$ cat config.mk
export PLATFORM = sky130hd
export DESIGN_NAME = i2c_master_arbiter
export DESIGN_NICKNAME = d
export VERILOG_FILES = /design/src/rtl/i2c_master_arbiter.sv
export SDC_FILE = /design/constraint.sdc
export NUM_CORES = 1
export LEC_CHECK = 0
export ABC_AREA = 1
export BUFFER_PORTS_ARGS = -buffer_cell sky130_fd_sc_hd__buf_4
export CAP_MARGIN = 10
export CORE_MARGIN = 2
export CORE_UTILIZATION = 56
export DETAILED_ROUTE_END_ITERATION = 7
export PLACE_DENSITY = 0.85
export SLEW_MARGIN = 25
export SYNTH_ARGS = -nofsm -noshare
export SYNTH_HDL_FRONTEND = slang
export SYNTH_SLANG_ARGS = --single-unit
$ cat constraint.sdc
create_clock -name clk -period 5.2 [get_ports clk]
set_clock_uncertainty 0.1 [all_clocks]
set_input_delay 0.78 -clock clk [delete_from_list [all_inputs] [get_ports clk]]
set_output_delay 0.78 -clock clk [all_outputs]
set_load 0.05 [all_outputs]
$ cat src/rtl/i2c_master_arbiter.sv
// Round-robin arbiter that time-shares one i2c_master write engine between
// NUM_REQ requesters and returns each owner its ACK/NACK result with a done pulse.
module i2c_master_arbiter #(
  parameter int NUM_REQ       = 4,
  parameter int START_TIMEOUT = 4,
  parameter int XFER_TIMEOUT  = 1024
) (
  input  logic                   clk,
  input  logic                   rst_n,
  input  logic [NUM_REQ-1:0]     req,
  input  logic [7*NUM_REQ-1:0]   req_addr,
  input  logic [8*NUM_REQ-1:0]   req_data,
  output logic [NUM_REQ-1:0]     grant,
  output logic [NUM_REQ-1:0]     done,
  output logic                   ack_ok,
  output logic                   timeout_err,
  output logic                   arb_busy,
  output logic                   m_enable,
  output logic [6:0]             m_slave_addr,
  output logic [7:0]             m_data,
  input  logic                   m_busy,
  input  logic                   m_ack_received
);

  localparam int PTR_W = $clog2(NUM_REQ);
  localparam int CNT_W = $clog2(XFER_TIMEOUT + 1);
  localparam logic [CNT_W-1:0] START_LIM = CNT_W'(START_TIMEOUT);
  localparam logic [CNT_W-1:0] XFER_LIM  = CNT_W'(XFER_TIMEOUT);
  localparam logic [PTR_W-1:0] LAST_IDX  = PTR_W'(NUM_REQ - 1);

  typedef enum logic [2:0] {
    IDLE,
    ISSUE,
    WAIT_START,
    WAIT_DONE,
    COMPLETE
  } state_t;

  state_t               state_q, state_d;
  logic [NUM_REQ-1:0]   grant_q, grant_d;
  logic [NUM_REQ-1:0]   done_q, done_d;
  logic                 ack_ok_q, ack_ok_d;
  logic                 timeout_err_q, timeout_err_d;
  logic                 arb_busy_q, arb_busy_d;
  logic                 m_enable_q, m_enable_d;
  logic [6:0]           m_slave_addr_q, m_slave_addr_d;
  logic [7:0]           m_data_q, m_data_d;
  logic [PTR_W-1:0]     rr_ptr_q, rr_ptr_d;
  logic [PTR_W-1:0]     owner_q, owner_d;
  logic [CNT_W-1:0]     cnt_q, cnt_d;
  logic [CNT_W-1:0]     cnt_inc;

  logic [6:0]           addr_arr [NUM_REQ];
  logic [7:0]           data_arr [NUM_REQ];
  logic [PTR_W-1:0]     win_idx;
  logic                 win_found;

  for (genvar gi = 0; gi < NUM_REQ; gi++) begin : g_slice
    assign addr_arr[gi] = req_addr[7*gi +: 7];
    assign data_arr[gi] = req_data[8*gi +: 8];
  end

  // First requester at or above rr_ptr, wrapping modulo NUM_REQ.
  always_comb begin
    int idx;
    idx       = 0;
    win_idx   = '0;
    win_found = 1'b0;
    for (int k = 0; k < NUM_REQ; k++) begin
      idx = int'(rr_ptr_q) + k;
      if (idx >= NUM_REQ) begin
        idx = idx - NUM_REQ;
      end
      if (!win_found && req[idx]) begin
        win_found = 1'b1;
        win_idx   = PTR_W'(idx);
      end
    end
  end

  assign cnt_inc = cnt_q + 1'b1;

  always_comb begin
    state_d        = state_q;
    grant_d        = grant_q;
    owner_d        = owner_q;
    done_d         = '0;
    ack_ok_d       = 1'b0;
    timeout_err_d  = 1'b0;
    m_enable_d     = 1'b0;
    m_slave_addr_d = m_slave_addr_q;
    m_data_d       = m_data_q;
    rr_ptr_d       = rr_ptr_q;
    cnt_d          = cnt_q;

    unique case (state_q)
      IDLE: begin
        // A master still busy from an abandoned transfer blocks every grant.
        if (win_found && !m_busy) begin
          grant_d        = NUM_REQ'(1) << win_idx;
          owner_d        = win_idx;
          m_slave_addr_d = addr_arr[win_idx];
          m_data_d       = data_arr[win_idx];
          state_d        = ISSUE;
        end
      end
      ISSUE: begin
        m_enable_d = 1'b1;
        cnt_d      = '0;
        state_d    = WAIT_START;
      end
      WAIT_START: begin
        if (m_busy) begin
          cnt_d   = '0;
          state_d = WAIT_DONE;
        end else begin
          cnt_d = cnt_inc;
          if (cnt_inc == START_LIM) begin
            done_d        = grant_q;
            timeout_err_d = 1'b1;
            state_d       = COMPLETE;
          end
        end
      end
      WAIT_DONE: begin
        // ack_received is still valid in the master's first idle cycle.
        if (!m_busy) begin
          done_d   = grant_q;
          ack_ok_d = m_ack_received;
          state_d  = COMPLETE;
        end else begin
          cnt_d = cnt_inc;
          if (cnt_inc == XFER_LIM) begin
            done_d        = grant_q;
            timeout_err_d = 1'b1;
            state_d       = COMPLETE;
          end
        end
      end
      COMPLETE: begin
        grant_d  = '0;
        rr_ptr_d = (owner_q == LAST_IDX) ? '0 : owner_q + 1'b1;
        state_d  = IDLE;
      end
      default: begin
        grant_d = '0;
        state_d = IDLE;
      end
    endcase

    arb_busy_d = (state_d != IDLE);
  end

  always_ff @(posedge clk or negedge rst_n) begin
    if (!rst_n) begin
      state_q        <= IDLE;
      grant_q        <= '0;
      owner_q        <= '0;
      done_q         <= '0;
      ack_ok_q       <= 1'b0;
      timeout_err_q  <= 1'b0;
      arb_busy_q     <= 1'b0;
      m_enable_q     <= 1'b0;
      m_slave_addr_q <= '0;
      m_data_q       <= '0;
      rr_ptr_q       <= '0;
      cnt_q          <= '0;
    end else begin
      state_q        <= state_d;
      grant_q        <= grant_d;
      owner_q        <= owner_d;
      done_q         <= done_d;
      ack_ok_q       <= ack_ok_d;
      timeout_err_q  <= timeout_err_d;
      arb_busy_q     <= arb_busy_d;
      m_enable_q     <= m_enable_d;
      m_slave_addr_q <= m_slave_addr_d;
      m_data_q       <= m_data_d;
      rr_ptr_q       <= rr_ptr_d;
      cnt_q          <= cnt_d;
    end
  end

  assign grant        = grant_q;
  assign done         = done_q;
  assign ack_ok       = ack_ok_q;
  assign timeout_err  = timeout_err_q;
  assign arb_busy     = arb_busy_q;
  assign m_enable     = m_enable_q;
  assign m_slave_addr = m_slave_addr_q;
  assign m_data       = m_data_q;

endmodule

Word level (Yosys, flattened, before mapping)
Index checks and enable logic that the tools add are counted.
{ "word_totals": {"output_inout_bits": 27, "input_bits": 68, "mem_bits_rw": 0, "reg_bits": 45, "romBits": 0, "latchBits": 0, "mem_count": 0} }
{ "op_classes": {"n_mul": 0, "bitwise": 2, "n_shift": 1, "eq_ne": 9, "div": 0, "addsub": 9, "reduce_logical": 15, "muxes": 55, "order_cmp": 9} }
{ "op_table": {"columns": ["cell", "n"], "rows": [
  ["$lt 32x4->1 const B", 4],
  ["$mux 32", 4],
  ["$pmux 11 s3", 1],
  ["$mux 11", 2],
  ["$mux 4", 5],
  ["$mux 1", 19],
  ["$bmux 8 s2", 1],
  ["$mux 8", 2],
  ["$pmux 4 s2", 2],
  ["$mux 3", 5],
  ["$bmux 7 s2", 1],
  ["$mux 7", 2],
  ["$ge 3x3->1 const B", 4],
  ["$pmux 3 s4", 1],
  ["$sub 3x3->4 const B", 3],
  ["$add 11x1->11 const B", 1],
  ["$eq 11x11->1 const B", 1],
  ["$eq 11x3->1 const B", 1],
  ["$mux 2", 5],
  ["$bmux 1 s2", 4],
  ["$add 2x2->3 const B", 2],
  ["$eq 3x2->1 const B", 2],
  ["$reduce_and 2->1", 3],
  ["$reduce_bool 3->1", 2],
  ["16 further kinds", 23]
]} }

Longest topological paths before layout
Gate-level depths: netlist of the first run.
{ "logic_depth": {"depth_word": 19, "ltp_mapped": 15, "mapped_depth_nobuf": 15} }

Least setup slack after synthesis of the first run
OpenSTA, ideal clock, no wires.
{ "synth_timing": {"path_type": "input -> register", "start": "input port req[0]", "end": "register m_data_q[5] (netlist: m_data[5])", "stages": 14, "path_slack_ns": 3.104, "n_path_buf": 1, "t_arrival_ns": 1.878, "path_cell_list": "inv_1 nand2_1 nand3_2 nand2_4 inv_2 nand3_1 nand2_1 nor2_2 nor2_8 buf_6 nand3_1 nand2_1 nand2_1 nand2_1"} }
{ "synth_via": {"elab_chain_len": 17} }
{ "synth_lines": {"columns": ["item", "line_no", "rtl"], "rows": [
  ["start: declaration", "10", "input logic [NUM_REQ-1:0] req,"],
  ["$bmux 1 s2", "74", "if (!win_found && req[idx]) begin"],
  ["$mux 1 (not written as such) (2 in series)", "74", null],
  ["$mux 1", "74", null],
  ["$logic_not 1->1", "74", null],
  ["$logic_and 1x1->1", "74", null],
  ["$mux 1", "74", null],
  ["$logic_not 1->1", "74", null],
  ["$logic_and 1x1->1", "74", null],
  ["$mux 1", "74", null],
  ["$logic_not 1->1", "74", null],
  ["$logic_and 1x1->1", "74", null],
  ["$mux 2", "74", null],
  ["$not 2->3 (not written as such)", "103", "m_data_d = data_arr[win_idx];"],
  ["$bmux 8 s2", "103", null],
  ["$mux 8 (not written as such) (2 in series)", "103", null],
  ["end signal: assignment", "178", "m_data_q <= m_data_d;"],
  ["end: declaration", "47", "logic [7:0] m_data_q, m_data_d;"]
]} }
Several ways; a longest one is shown, not always the timed one. The select of a mux whose other input is x is not followed.
A chain may end at the register's enable or synchronous reset.

Worst setup path in the final report of the first run
{ "layout_timing": {"start": "register rr_ptr_q[0]", "end": "register m_slave_addr_q[3] (netlist: m_slave_addr[3])"} }
{ "layout_via": {"elab_chain_len": 19} }
{ "layout_lines": {"columns": ["item", "line_no", "rtl"], "rows": [
  ["start: declaration", "48", "logic [PTR_W-1:0] rr_ptr_q, rr_ptr_d;"],
  ["start signal: assignment", "179", "rr_ptr_q <= rr_ptr_d;"],
  ["branches (longest 19 deep; another with $sub 3x3->4)", null, null],
  ["end signal: assignment", "177", "m_slave_addr_q <= m_slave_addr_d;"],
  ["end: declaration", "46", "logic [6:0] m_slave_addr_q, m_slave_addr_d;"]
]} }
Parallel ways; which one is timed is not known. The select of a mux whose other input is x is not followed.

==> impl_metrics.csv, run 1 <==
group,metric,value,unit
cells_and_area,syn_to_final_growth,24.9,%
yosys,yosys-top-cells-area,"dfrtp_1 36%, nand2_1 19%, inv_1 11%",
clocking,post_cts_buffers,0,
yosys,ys_seq_elements,45,
yosys,yosysTopAreaCell,"dfrtp_1",
detailed_routing,drt_iter0_drc,183,
sta,max_freq,309,MHz
setup_path,r2r_setup_slack,1.96,ns
yosys,syn_inst,482,
sta,rsz0062_at_grt,"false",
sta,maxSlewViolCount,0,
setup_path,worst_path_most_repeated_cell,"nand2_1",
cells_and_area,layout_commonest_cell,"nand2_1",
setup_path,crit_type,"flop to flop",
global_routing,grt_usage,0.249,
setup_path,critPathLaunchType,"flop",
sta,finalCriticalPeriod,3.24,ns
clocking,hold_buffers,0,
pwr,ir_drop,0.425,mV
sta,fin_tns_setup,0,ns
cells_and_area,drive_gt1_frac,0.246,
sta,final_hold_viol_count,0,
clocking,cts_buffers,5,
global_routing,grt_pass1_vias,2784,
outcome,status,"finished clean",
yosys,synth.distinct_cells,31,
sta,fin_ws,1.96,ns
yosys,syn_area,3170,µm²
detailed_routing,route.vias.total,3304,
setup_path,slowest_delay,0.77,ns
floorplanning,row_count,27,
sta,maxSlewHeadroom,0.331,
place,placement.io_buffers,94,
yosys,yosysTopAreaCellShare,0.355,
floorplanning,core_region_area,5470,µm²
setup_path,worstPathMaxFanout,33,
detailed_routing,routed_via_density,5.15,
setup_path,arrival,3.34,ns
setup_path,cp_slowest_cell,"nand2_2",
clocking,clkTransAtPathRegs,0.09,ns
setup_path,path_buf_inv,1,
cells_and_area,fin_nets,639,
detailed_routing,wirelength,8020,µm
clocking,cts_tree,"done",
floorplanning,io-pin-count,95,
clocking,cts-resized-gates,0,
global_routing,grt.overflow.total,0,
flow_run,maxCapViolations,0,
setup_path,r2r-start,"rr_ptr_q[0]",
cells_and_area,n_antenna_cell,0,
global_routing,grt_pass1_wl,12500,µm
sta,finalSetupViolCount,0,
floorplanning,die-width,79.2,µm
yosys,yosysSeqAreaShare,0.355,
global_routing,grt_max_degree,46,
setup_path,cp.required,5.30,ns
detailed_routing,first_pass_iters,5,
place,place.gp.congestion,0.870,
setup_path,r2r_end,"m_slave_addr[3]",
min_path,hp-class,"input pin to async pin",
clocking,h-tree-depth,2,
pwr,p_per_area,604,nW/µm²
place,post-place-ws,1.87,ns
floorplanning,dieArea,6280,µm²
setup_path,r2r_cells,13,
pwr,power_leakage,2.36,nW
yosys,ys_warn_count,0,
place,hpwlAfterDp,5970,µm
detailed_routing,wl_per_cell,12.5,µm
cells_and_area,final_cell_mix,"162 x nand2_1, 96 x inv_1, 94 x buf_4, 71 x nand3_1, 45 x dfrtp_1",
sta,tightest_slew,1.00,ns
detailed_routing,drc,0,
cells_and_area,fill_cells,473,
setup_path,crit_path_end_kind,"flop",
floorplanning,floorplan.initialDensity,0.579,
detailed_routing,ant_nets,0,
setup_path,crit_path_cell_trace,"inv_2, nand2_1, nand2_2, nand2_1, nand2_2, a21oi_1, nand2_1, nand2_2, nand2_1, nand3_1, nand2_1, nand2_1, nand2_1",
setup_path,crit_family,"simple AND/OR/NAND/NOR gates",
clocking,cts.path.max_buffers,2,
floorplanning,die_h,79.2,µm
clocking,clk-insertion-delay-late,0.30,ns
global_routing,antenna_found_initial,0,
sta,post-route-period-util,0.623,
yosys,syn_nets,553,
yosys,syn_avg_cell_area,6.58,µm²
clocking,clockRootBuffer,"clkbuf_8",
clocking,clock_sinks,45,
==> stage by stage <==
step	instance area, µm²	util	cells	hold WS (ns)	total power, mW
after floorplan	3170	-	482	0.344	1.84
after global placement	3860	0.706	633	0.360	2.12
after detailed placement	3860	0.706	633	0.366	2.15
after CTS	3960	0.723	641	0.376	2.39
after global routing	3960	0.723	641	0.394	2.58
final	3960	0.723	641	0.370	2.39
==> Yosys cell counts, drive strengths merged <==
library cell  instances
dfrtp                45
nor3                  3
xnor2                 1
nand3b                1
nand3                80
xor2                  2
nand2               176
ha                    3
nor2                 25
clkbuf                1
o22ai                10
o31ai                 1
nand4                 3
inv                 102
buf                  14
o21ai                10
a21oi                 4
a21boi                1
==> registers in the layout, summed over array words and instances, names as in the netlist, 2 cells and up <==
signal / flops
cnt_q: 11
done: 4
grant: 4
m_data: 8
m_slave_addr: 7
owner_q: 2
rr_ptr_q: 2
state_q: 3
==> power breakdown <==
part	switching, mW	internal [mW]	leakage (nW)
sequential	0.0879	0.456	0.588
clock	0.130	0.0980	0.0452
combinational	1.13	0.490	1.73
==> cell type report <==
| class | instances | area, µm² | share of cell area |
|---|---|---|---|
| timing repair buffer | 94 | 706 | 0.178 |
| clock buffer | 5 | 68.8 | 0.0174 |
| multi-input combinational | 320 | 1560 | 0.394 |
| sequential | 45 | 1130 | 0.285 |
| inverter | 102 | 383 | 0.0967 |
| clock inverter | 3 | 25.0 | 0.00632 |
| tap | 72 | 90.1 | 0.0228 |
==> layer usage <==
metal / GRT usage / share of wire
met5: 0 / 0
met4: 0.0672 / 0.016
met3: 0.0432 / 0.054
met2: 0.416 / 0.51
met1: 0.333 / 0.42
==> worst max path at each step <==
stage                startpoint               to  slack [ns]  cells after the start
finish              rr_ptr_q[0]  m_slave_addr[3]        1.96                     13
global route        rr_ptr_q[0]  m_slave_addr[0]        1.61                     13
CTS                 rr_ptr_q[0]  m_slave_addr[3]        2.01                     13
detailed placement       req[1]  m_slave_addr[3]        1.87                     13
global placement         req[3]  m_slave_addr[2]        1.90                     14
floorplan                req[0]        m_data[5]        3.10                     14
==> logic make-up after synthesis <==
logic type,Yosys count,share of synthesized area
fa+ha+maj,3,0.0118
simple gates,288,0.423
xor+xnor,3,0.00829
buf+inv,117,0.153
flops,45,0.355
compound gates,26,0.0490
Power figures use the tool's default switching activity.
==> run 2: changes to the inputs <==
CORE_UTILIZATION = 47   (was 56)
PLACE_DENSITY = 0.76   (was 0.85)
clock period = 2.81 ns   (was 5.2 ns; I/O delays follow)
==> run 2 against run 1 <==
The run now ends with hold timing left. Cell count grew 1.1%. Sequential share of layout area decreased by 0.15 points. Via count is 3.9% lower. Routed wire length grew 1.4%. Worst setup slack got worse by 1.7 ns. Utilization decreased by 10 points. Count of clock-buffer cells in the layout increased by 2. Register-to-register slack got worse by 1.7 ns. Sequential cell count unchanged. Critical endpoint is now grant[1]. Largest cell class unchanged. Highest routed layer unchanged.
==> impl_metrics.csv, run 2 (synthesis gave the netlist of run 1 again) <==
group,metric,value,unit
sta,finalSetupViolCount,0,
pwr,p_int,1.99,mW
detailed_routing,route.vias.total,3175,
flow_run,maxCapViolations,0,
global_routing,grt.overflow.total,0,
cells_and_area,largest_reg_flops,11,
pwr,comb_power_share,0.685,
sta,maxSlewViolCount,0,
clocking,clk-insertion-delay-late,0.30,ns
floorplanning,die-width,86.1,µm
setup_path,r2r-start,"rr_ptr_q[0]",
global_routing,antenna_found_initial,0,
global_routing,grt_usage,0.225,
clocking,cts-resized-gates,0,
setup_path,arrival,2.59,ns
place,post-place-ws,0.328,ns
pwr,switching_power,2.47,mW
setup_path,cp-startpoint,"rr_ptr_q[0]",
cells_and_area,drive_gt1_frac,0.247,
sta,max_freq,397,MHz
pwr,ir_drop,0.572,mV
setup_path,worst_path_most_repeated_cell,"inv_2",
place,place.gp.congestion,0.843,
pwr,p_seq_frac,0.224,
sta,maxSlewHeadroom,0.506,
setup_path,crit_family,"simple AND/OR/NAND/NOR gates",
sta,final_hold_viol_count,2,
outcome,violations,"hold timing",
global_routing,grt_max_degree,46,
clocking,h-tree-depth,2,
sta,rsz0062_at_grt,"false",
sta,tightest_slew,0.736,ns
pwr,power_leakage,2.38,nW
cells_and_area,fin_nets,642,
floorplanning,row_count,29,
place,hpwlAfterDp,6160,µm
clocking,clockRootBuffer,"clkbuf_8",
outcome,status,"finished, violations left",
clocking,post_cts_buffers,0,
cells_and_area,syn_to_final_growth,25.5,%
sta,post-route-period-util,0.896,
detailed_routing,routed_via_density,4.90,
pwr,p_per_area,1120,nW/µm²
place,dp.cells,641,
clocking,hold_buffers,0,
setup_path,worstPathMaxFanout,31,
setup_path,path_buf_inv,4,
setup_path,crit_path_end_kind,"flop",
setup_path,cp.required,2.88,ns
floorplanning,dieArea,7420,µm²
setup_path,crit_path_cell_trace,"inv_2, nand2_1, nand3_2, nand2_4, inv_2, a21oi_1, nand2_2, nand2_2, buf_4, inv_2, nand2_1, o22ai_1",
detailed_routing,wirelength,8140,µm
place,post_dp_cell_area,3890,µm²
min_path,hp-class,"input pin to async pin",
clocking,cts_buffers,5,
cells_and_area,final_cells,648,
clocking,cts.path.max_buffers,2,
sta,finalCriticalPeriod,2.52,ns
floorplanning,core_region_area,6420,µm²
pwr,clockPowerShare,0.091,
sta,hold_ws,-0.00232,ns
cells_and_area,layout_commonest_cell,"nand2_1",
setup_path,cp_slowest_cell,"dfrtp_1",
floorplanning,die_h,86.1,µm
global_routing,grt_pass1_vias,3045,
clocking,cts_tree,"done",
detailed_routing,first_pass_iters,4,
place,placement.io_buffers,94,
cells_and_area,regMostFlops,"cnt_q",
setup_path,slowest_delay,0.62,ns
setup_path,crit_type,"flop to flop",
sta,fin_ws,0.293,ns
floorplanning,floorplan.initialDensity,0.493,
pwr,p_sw_frac,0.554,
detailed_routing,drt_iter0_drc,182,
cells_and_area,final_cell_mix,"162 x nand2_1, 97 x buf_4, 96 x inv_1, 71 x nand3_1, 45 x dfrtp_1",
detailed_routing,ant_nets,0,
clocking,clock_sinks,45,
floorplanning,io-pin-count,95,
cells_and_area,n_antenna_cell,0,
setup_path,critPathLaunchType,"flop",
clocking,clkTransAtPathRegs,0.08,ns
detailed_routing,drc,0,
cells_and_area,final_area,3980,µm²
detailed_routing,wl_per_cell,12.6,µm
global_routing,grt_pass1_wl,13500,µm
sta,fin_tns_setup,0,ns
## run 2: cell types whose count changed in the layout (fill, tap and decap cells not counted)
cell	change
clkinvlp_4	-1
clkbuf_8	+1
clkbuf_1	+1
buf_4	+3
inv_6	-2
## run 2: layer usage
layer | vias up | routed length, µm | global-route usage
met5 | - | 0 | 0
met4 | 0 | 223 | 0.0635
met3 | 20 | 427 | 0.0500
met2 | 86 | 3930 | 0.364
met1 | 1423 | 3560 | 0.305
li1 | 1646 | - | -
## run 2: layout make-up
| type | count | area (µm²) |
|---|---|---|
| clock buffers | 7 | 86.3 |
| fillers | 610 | 2440 |
| inverters | 102 | 383 |
| multi-input cells | 320 | 1560 |
| flip-flops and latches | 45 | 1130 |
| well taps | 77 | 96.3 |
| repair buffers | 97 | 728 |
## run 2: through the flow
step,util,hold slack [ns],power [mW]
detailed placement,0.606,0.356,4.05
global route,0.620,0.0542,4.86
global placement,0.606,0.352,4.01
floorplan,-,0.0259,3.41
finish,0.620,-0.00232,4.46
CTS,0.620,0.0299,4.47
## run 2: final timing paths
check                                  end  slack (ns)  cells past startpoint
max                               grant[1]        0.29                     12
max in group asynchronous  m_slave_addr[3]        2.22                      1
max reg2reg                       grant[1]        0.29                     12
min                               cnt_q[6]      -0.002                      1
min reg2reg                       m_enable        0.38                      1
min in group clk                    ack_ok        0.21                      2
## run 2: power by group through the flow
stage          registers (mW)  clock network (mW)  logic (mW)
5_1_grt                  1.03               0.443        3.39
3_5_place_dp             1.01                   0        3.05
4_1_cts                  1.00               0.411        3.06
6_report                 1.00               0.405        3.05
2_1_floorplan            1.44                   0        1.97
3_3_place_gp             1.01                   0        3.01
